**src/rtl/instr_fetch_unit.sv**
```systemverilog
`default_nettype none
// ============================================================================
// Module   : instr_fetch_unit
// Brief    : Instruction supplier for the 8-bit core. Holds a loadable
//            program memory and the program counter, and resolves CALL and
//            RETURN internally through a private return-address stack.
//            Every other opcode goes to the core over a valid/ready
//            handshake. Execution stops once HALT has been accepted.
// Revision : 1.0 - initial release
// ============================================================================
module instr_fetch_unit #(
  parameter int MEM_DEPTH  = 256,
  parameter int CALL_DEPTH = 8
) (
  input  logic       clk,
  input  logic       reset,
  input  logic       load_en,
  input  logic [7:0] load_addr,
  input  logic [7:0] load_data,
  input  logic       start,
  output logic [7:0] instr,
  output logic       instr_valid,
  input  logic       instr_ready,
  output logic [7:0] pc,
  output logic [3:0] call_depth,
  output logic       busy,
  output logic       halted,
  output logic       fault
);

  // Opcodes the fetch unit interprets itself.
  localparam logic [7:0] c_op_halt   = 8'h13;
  localparam logic [7:0] c_op_call   = 8'h15;
  localparam logic [7:0] c_op_return = 8'h16;

  // Stack pointer width and the "stack full" depth value.
  localparam int         c_sp_w      = (CALL_DEPTH > 1) ? $clog2(CALL_DEPTH) : 1;
  localparam logic [3:0] c_depth_max = 4'(CALL_DEPTH);

  typedef enum logic [2:0] {
    S_IDLE       = 3'd0,
    S_FETCH      = 3'd1,
    S_DECODE     = 3'd2,
    S_TGT_FETCH  = 3'd3,
    S_TGT_DECODE = 3'd4,
    S_PRESENT    = 3'd5,
    S_HALTED     = 3'd6,
    S_FAULT      = 3'd7
  } state_t;

  // Architectural state and its next-state values.
  state_t      state_q, state_d;
  logic [7:0]  pc_q, pc_d;
  logic [7:0]  instr_q, instr_d;
  logic        valid_q, valid_d;
  logic [3:0]  depth_q, depth_d;
  logic        halted_q, halted_d;
  logic        fault_q, fault_d;

  // Program memory, its registered read port and the return-address stack.
  logic [7:0]  mem_q [MEM_DEPTH];
  logic [7:0]  rdata_q;
  logic [7:0]  stack_q [CALL_DEPTH];

  // Control strobes derived from the current state.
  logic        w_quiet;       // not executing: loads and start are honoured
  logic        w_load;        // program memory write this cycle
  logic        w_rd_en;       // program memory read address issued this cycle
  logic        w_push;        // push a return address this cycle
  logic [7:0]  w_push_data;
  logic [c_sp_w-1:0] w_push_idx;
  logic [c_sp_w-1:0] w_pop_idx;
  logic [7:0]  w_pc_inc;

  assign w_quiet    = (state_q == S_IDLE) || (state_q == S_HALTED) || (state_q == S_FAULT);
  assign w_load     = load_en && w_quiet;
  assign w_rd_en    = (state_q == S_FETCH) || (state_q == S_TGT_FETCH);
  assign w_pc_inc   = pc_q + 8'd1;                       // wraps 0xFF -> 0x00
  assign w_push_idx = c_sp_w'(depth_q);                  // next free slot
  assign w_pop_idx  = c_sp_w'(depth_q - 4'd1);           // current top entry

  // Program memory write port and synchronous read port (1-cycle latency).
  always_ff @(posedge clk) begin
    if (w_load) begin
      mem_q[load_addr] <= load_data;
    end
    if (w_rd_en) begin
      rdata_q <= mem_q[pc_q];
    end
  end

  // Return-address stack storage; occupancy lives in depth_q, so reset only
  // needs to clear the depth to empty the stack.
  always_ff @(posedge clk) begin
    if (w_push) begin
      stack_q[w_push_idx] <= w_push_data;
    end
  end

  // State and architectural registers with asynchronous reset.
  always_ff @(posedge clk or posedge reset) begin
    if (reset) begin
      state_q  <= S_IDLE;
      pc_q     <= 8'h00;
      instr_q  <= 8'h00;
      valid_q  <= 1'b0;
      depth_q  <= 4'd0;
      halted_q <= 1'b0;
      fault_q  <= 1'b0;
    end else begin
      state_q  <= state_d;
      pc_q     <= pc_d;
      instr_q  <= instr_d;
      valid_q  <= valid_d;
      depth_q  <= depth_d;
      halted_q <= halted_d;
      fault_q  <= fault_d;
    end
  end

  // Next-state logic: sequencing, CALL/RETURN resolution and the handshake.
  always_comb begin
    state_d     = state_q;
    pc_d        = pc_q;
    instr_d     = instr_q;
    valid_d     = valid_q;
    depth_d     = depth_q;
    halted_d    = halted_q;
    fault_d     = fault_q;
    w_push      = 1'b0;
    w_push_data = w_pc_inc;

    case (state_q)
      S_IDLE, S_HALTED, S_FAULT: begin
        // A restart from HALTED/FAULT is identical to a start from IDLE.
        if (start) begin
          pc_d     = 8'h00;
          depth_d  = 4'd0;
          halted_d = 1'b0;
          fault_d  = 1'b0;
          valid_d  = 1'b0;
          state_d  = S_FETCH;
        end
      end

      S_FETCH: begin
        state_d = S_DECODE;
      end

      S_DECODE: begin
        if (rdata_q == c_op_call) begin
          // Target byte follows the CALL opcode.
          pc_d    = w_pc_inc;
          state_d = S_TGT_FETCH;
        end else if (rdata_q == c_op_return) begin
          if (depth_q == 4'd0) begin
            fault_d = 1'b1;
            state_d = S_FAULT;
          end else begin
            pc_d    = stack_q[w_pop_idx];
            depth_d = depth_q - 4'd1;
            state_d = S_FETCH;
          end
        end else begin
          instr_d = rdata_q;
          valid_d = 1'b1;
          state_d = S_PRESENT;
        end
      end

      S_TGT_FETCH: begin
        state_d = S_TGT_DECODE;
      end

      S_TGT_DECODE: begin
        if (depth_q == c_depth_max) begin
          fault_d = 1'b1;
          state_d = S_FAULT;
        end else begin
          // Return address is the byte after the target byte (modulo 256).
          w_push      = 1'b1;
          w_push_data = w_pc_inc;
          depth_d     = depth_q + 4'd1;
          pc_d        = rdata_q;
          state_d     = S_FETCH;
        end
      end

      S_PRESENT: begin
        if (valid_q && instr_ready) begin
          valid_d = 1'b0;
          if (instr_q == c_op_halt) begin
            // pc stays on the HALT address.
            halted_d = 1'b1;
            state_d  = S_HALTED;
          end else begin
            pc_d    = w_pc_inc;
            state_d = S_FETCH;
          end
        end
      end

      default: begin
        state_d = S_IDLE;
      end
    endcase
  end

  assign instr       = instr_q;
  assign instr_valid = valid_q;
  assign pc          = pc_q;
  assign call_depth  = depth_q;
  assign halted      = halted_q;
  assign fault       = fault_q;
  assign busy        = (state_q == S_FETCH)      || (state_q == S_DECODE)  ||
                       (state_q == S_TGT_FETCH)  || (state_q == S_TGT_DECODE) ||
                       (state_q == S_PRESENT);

endmodule
`default_nettype wire
```
**config.mk**
```make
export PLATFORM = sky130hd
export DESIGN_NAME = instr_fetch_unit
export DESIGN_NICKNAME = d
export VERILOG_FILES = /design/src/rtl/instr_fetch_unit.sv
export SDC_FILE = /design/constraint.sdc
export NUM_CORES = 2
export LEC_CHECK = 0
export CELL_PAD_IN_SITES_DETAIL_PLACEMENT = 1
export CELL_PAD_IN_SITES_GLOBAL_PLACEMENT = 2
export CORE_MARGIN = 4
export CORE_UTILIZATION = 45
export CTS_CLUSTER_DIAMETER = 200
export DETAILED_ROUTE_END_ITERATION = 12
export PLACE_DENSITY_LB_ADDON = 0.1
export SETUP_SLACK_MARGIN = 0.5
export SLEW_MARGIN = 0
export SYNTH_ARGS = -nofsm -noshare
export SYNTH_HDL_FRONTEND = slang
export SYNTH_SLANG_ARGS = --single-unit
export TNS_END_PERCENT = 1
```
**constraint.sdc**
```tcl
create_clock -name clk -period 4 [get_ports clk]
set_input_delay 0.8 -clock clk [delete_from_list [all_inputs] [get_ports clk]]
set_output_delay 0.8 -clock clk [all_outputs]
set_load 0.02 [all_outputs]
```
Yosys cells after proc, flatten, opt, wreduce, memory -nomap -nowiden
Memories as Yosys holds them, arrays and structs flattened. A register that Yosys moved wholly into a read port is not among the register bits.
Cells that the tools add are included.
- memory bits (writable): 2112
- bits of input ports: 21
- output and inout port bits: 24
- memories: 2
- word-level logic and storage cells: 102
- flip-flop bits (word level): 26
- memories (memory ; words ; width ; read ports ; clocked after Yosys merged registers in ; wr ports ; RTL line ; source):
    mem_q ; 256 ; 8 ; 1 ; 1 ; 1 ; 61 ; logic [7:0] mem_q [MEM_DEPTH];
    stack_q ; 8 ; 8 ; 1 ; 0 ; 1 ; 63 ; logic [7:0] stack_q [CALL_DEPTH];
- muxes and demuxes: 41
- bitwise logic cells: 2
- reductions and logical operators: 23
- add/subtract/negate cells: 3
- equality and inequality tests: 24
- operator list (operator ; count):
    $mux 8 ; 7
    $pmux 8 s4 ; 1
    $eq 8x5->1 const B ; 3
    $ne 2x2->1 const B ; 11
    $mux 3 ; 7
    $mux 4 ; 5
    $pmux 3 s6 ; 1
    $mux 1 ; 16
    $eq 3x3->1 const B ; 4
    $pmux 4 s3 ; 1
    $reduce_and 6->1 ; 2
    $add 8x1->8 const B ; 1
    $logic_or 1x1->1 ; 7
    $reduce_and 7->1 ; 1
    $eq 3x2->1 const B ; 2
    $ne 3x3->1 const B ; 2
    $pmux 1 s3 ; 2
    $reduce_bool 3->1 ; 2
    $reduce_and 5->1 ; 1
    $add 4x1->4 const B ; 1
    $eq 4x4->1 const B ; 1
    $logic_not 4->1 ; 1
    $reduce_and 4->1 ; 1
    $reduce_bool 4->1 ; 1
    10 further kinds ; 12

Depth between registers and ports, before layout
- depth in word-level cells: 6
- depth in mapped cells: 12
- gate-level depth less buffers: 8

Worst setup path after synthesis
No wires, ideal clock.
- kind: register to register
- start: reg depth_q[0] (netlist: call_depth[0])
- end: reg pc_q[1] (netlist: pc[1])
- period minus slack after synthesis: 3.239 ns
- buffers on the path: 4
- setup time: 0.125 ns
- cell stages (with the launch flop): 12
- path slack: 0.761 ns
- data arrival time: 3.115 ns
- cell sequence: dfrtp_1 clkbuf_1 clkbuf_1 inv_1 ha_1 clkbuf_1 buf_1 mux4_2 nand2_1 a21oi_1 a221o_1 mux2_2
- cells in the longest elaborated chain, start to end: 6
- elaborated cells between the ends (all ways): 11
- RTL lines (what ; RTL line ; source):
    from (decl) ; 56 ; logic [3:0] depth_q, depth_d;
    from (signal assigned) ; 115 ; depth_q <= depth_d;
    $sub 4x1->4 ; n/a ;
    $mem_v2 8x8 ; n/a ;
    $mux 8 ; 156 ; if (depth_q == 4'd0) begin
    $mux 8 ; 155 ; end else if (rdata_q == c_op_return) begin
    $mux 8 ; 151 ; if (rdata_q == c_op_call) begin
    $pmux 8 s4 ; 133 ; case (state_q)
    to (signal assigned) ; 112 ; pc_q <= pc_d;
    to (decl) ; 53 ; logic [7:0] pc_q, pc_d;
Several ways; a longest one is shown, not always the timed one. The select of a mux whose other input is x is not followed.
A chain may end at the register's enable or synchronous reset.

==> results.toml <==
[place]
dpl_cell_area_mm2 = 0.0912
gp_congestion = 0.816
numPlacedInstances = 6960
io_buffers = 44
hpwl_um = 154000

[clocking]
clk_latency_ns = 0.85
htreeDepth = 4
cts_buffers = 221
cts_hold_buf = 0
clock_path_buffers = 3
cts_root_buffer = "clkbuf_16"
clock-sinks = 2146
clk_pin_slew_ns = 0.06
cts_tree = "done"

[cells_and_area]
stdcell_area_mm2 = 0.0986
drive_gt1_share_pct = 30.1
instances_no_fill = 7388
nFillCells = 16288
fin_nets = 4741
area_delta_synth_final_pct = 17.2

[routing]
drcViolationCount = 0
drt_iter0_markers = 4534
num_vias = 43763
final_antenna_net_count = 0
drtPass1Iterations = 5
post_drt_via_cell_ratio = 5.92
wl_um = 240000
wl_per_cell_um = 32.5

[synth]
synthFlopType = "edfxtp_1"
synth.top_cell.area_share_pct = 75.7
synth_cells = 4151
async_reset_ff_share_pct = 1.21
synth-edff-count = 2120
avgSynthCellArea_um2 = 20.3
synth_seq_area_share_pct = 76.5
synth_seq_cells = 2146
syn_area_mm2 = 0.0841
yosysWarnings = 0
synth_nets = 4175
synthTopCellsByCount = "2,120 x edfxtp_1, 437 x mux4_2, 352 x nor2_1, 149 x mux2i_1, 131 x clkbuf_1"
ys_top_cells_by_area = "edfxtp_1 76%, mux4_2 12%, mux2i_1 1.8%, mux2_2 1.6%, nor2_1 1.6%"
yosys.area.top_type = "edfxtp_1"
synthDistinctLibCells = 68
synth_most_common_cell = "edfxtp_1"

[global_route]
antenna_found_initial = 12
overflow = 0
grt.total_usage_pct = 25.0
grt_pass1_wl_um = 344000
grt_max_degree = 135
first_global_vias = 45474

[sta]
rsz0062_at_grt = "true"
min_period_ns = 3.52
maxSlewHeadroom_pct = 17.7
final-hold-violation-count = 0
tns_ns = 0
worst_slew_pin_slew_ns = 1.23
report.final.setup_viol = 0
max_freq_ghz = 0.284
period_share_pct = 88.0
fin_worst_skew_ns = 0.0270
drv_slew = 0

[run_status]
status = "finished, final reports clean"

[worst_setup_path]
arrival_ns = 4.18
critPathLaunch = "pc[0]"
reg2reg_slack_ns = 0.48
start_kind = "register"
r2r_start = "pc[0]"
crit_path_cell_trace = "buf_16 > buf_12 > mux2i_1 > a221oi_1 > o21ai_0 > a21oi_1 > a2111oi_1 > clkdlybuf4s18_2 > o32ai_1"
cp_slowest_cell = "a221oi_1"
reg2reg_to = "rdata_q[3]"
critPathMaxStageDelay_ns = 0.62
crit_path_end_kind = "register"
critical_path_class = "register to register"
cp-endpoint = "rdata_q[3]"
rr_worst_depth = 9
crit_fanout = 25
critical_path_required_ns = 4.66

[floorplanning]
die_y_um = 440
pin_count = 45
start_util_pct = 45.3
core-area_mm2 = 0.186
dieArea_mm2 = 0.194
die_x_um = 440
placementRows = 158

[worst_hold_path]
hp-class = "input port to asynchronous set/reset pin"

[power_and_ir_drop]
peakVddDrop_v = 0.000394
power.leakage_nw = 31.1
power_density_mw_per_mm2 = 574

[job]
drv_cap = 0
[per-stage QoR]
| step | setup WS [ns] | util, % | hold slack (ns) | power (mW) |
|---|---|---|---|---|
| floorplan | 0.761 | - | 0.498 | 32.0 |
| global placement | -0.298 | 49.1 | 0.506 | 36.7 |
| detailed placement | -0.249 | 49.1 | 0.514 | 36.7 |
| CTS | 0.429 | 53.1 | 0.313 | 57.1 |
| global route | 0.446 | 53.1 | 0.345 | 58.7 |
| finish | 0.479 | 53.1 | 0.374 | 56.6 |
[how the worst min path moves through the flow]
stage                 startpoint             to  cells after the start
floorplan             rdata_q[2]       instr[2]                      1
global placement        instr[4]       instr[4]                      1
detailed placement      instr[4]       instr[4]                      1
CTS                 load_data[2]  mem_q[202][2]                      1
global route        load_data[2]  mem_q[141][2]                      1
finish                     reset       instr[4]                      2
[where the power goes]
| part | total (mW) | internal (mW) | switching, mW |
|---|---|---|---|
| clock | 20.2 | 11.6 | 8.58 |
| sequential | 25.5 | 25.0 | 0.452 |
| combinational | 10.9 | 4.61 | 6.29 |
[critical path, delay by kind of cell, from the launching register on]
family,cells,cell delay [ns]
flops,1,0.59
mux,1,0.10
compound gates,5,1.81
buf+inv,3,0.77
[registers in the layout, indices dropped and copies added (netlist names)]
| signal | count |
|---|---|
| call_depth | 4 |
| mem_q | 2048 |
| stack_q | 64 |
| instr | 8 |
| pc | 8 |
| halted | 1 |
| state_q | 3 |
| instr_valid | 1 |
| rdata_q | 8 |
| fault | 1 |
[logic make-up (layout without fill, tap and decap cells)]
group | count (synthesis) | count (layout) | synth area share [%]
compound gates | 455 | 455 | 3.73
buf+inv | 260 | 1015 | 1.48
xor+xnor | 8 | 8 | 0.0833
fa+ha+maj | 3 | 3 | 0.0446
simple gates | 565 | 565 | 2.94
mux | 714 | 714 | 15.3
other cells | 0 | 2 | 0
flops | 2146 | 2146 | 76.5
[cell type report]
cell class	instances	area, um^2	share of cell area (%)
antenna	2	5.00	0.00508
tap	2480	3100	3.15
timing repair buffer	592	5280	5.36
multi-input combinational	1745	18700	19.0
inverter	11	42.5	0.0431
sequential	2146	64300	65.2
clock buffer	276	5860	5.94
clock inverter	136	1230	1.25
[per-layer routing]
layer | vias up | global-route usage (%) | wire length (um)
li1 | 18357 | - | -
met1 | 23697 | 36.2 | 105000
met2 | 1413 | 39.4 | 115000
met3 | 294 | 4.41 | 14600
met4 | 2 | 6.71 | 5870
met5 | - | 0 | 48
[repair_timing]
item	CTS	global route
setup buffers	7	6
setup endpoints to repair	14	13
pin swaps	3	1
gates resized for setup	21	5
gates cloned	0	1
[layout by cell type (no fill, tap or decap), drive strengths merged, types with 30 or more instances in the layout]
cell / n
o221ai: 30
o21ai: 75
a22oi: 32
mux4: 442
clkbuf: 278
edfxtp: 2120
mux2i: 149
clkinv: 107
clkdlybuf4s50: 36
mux2: 123
nand2: 76
o22ai: 41
a21oi: 88
nor2: 352
o31ai: 30
buf: 553
(Power assumes the default switching activity.)
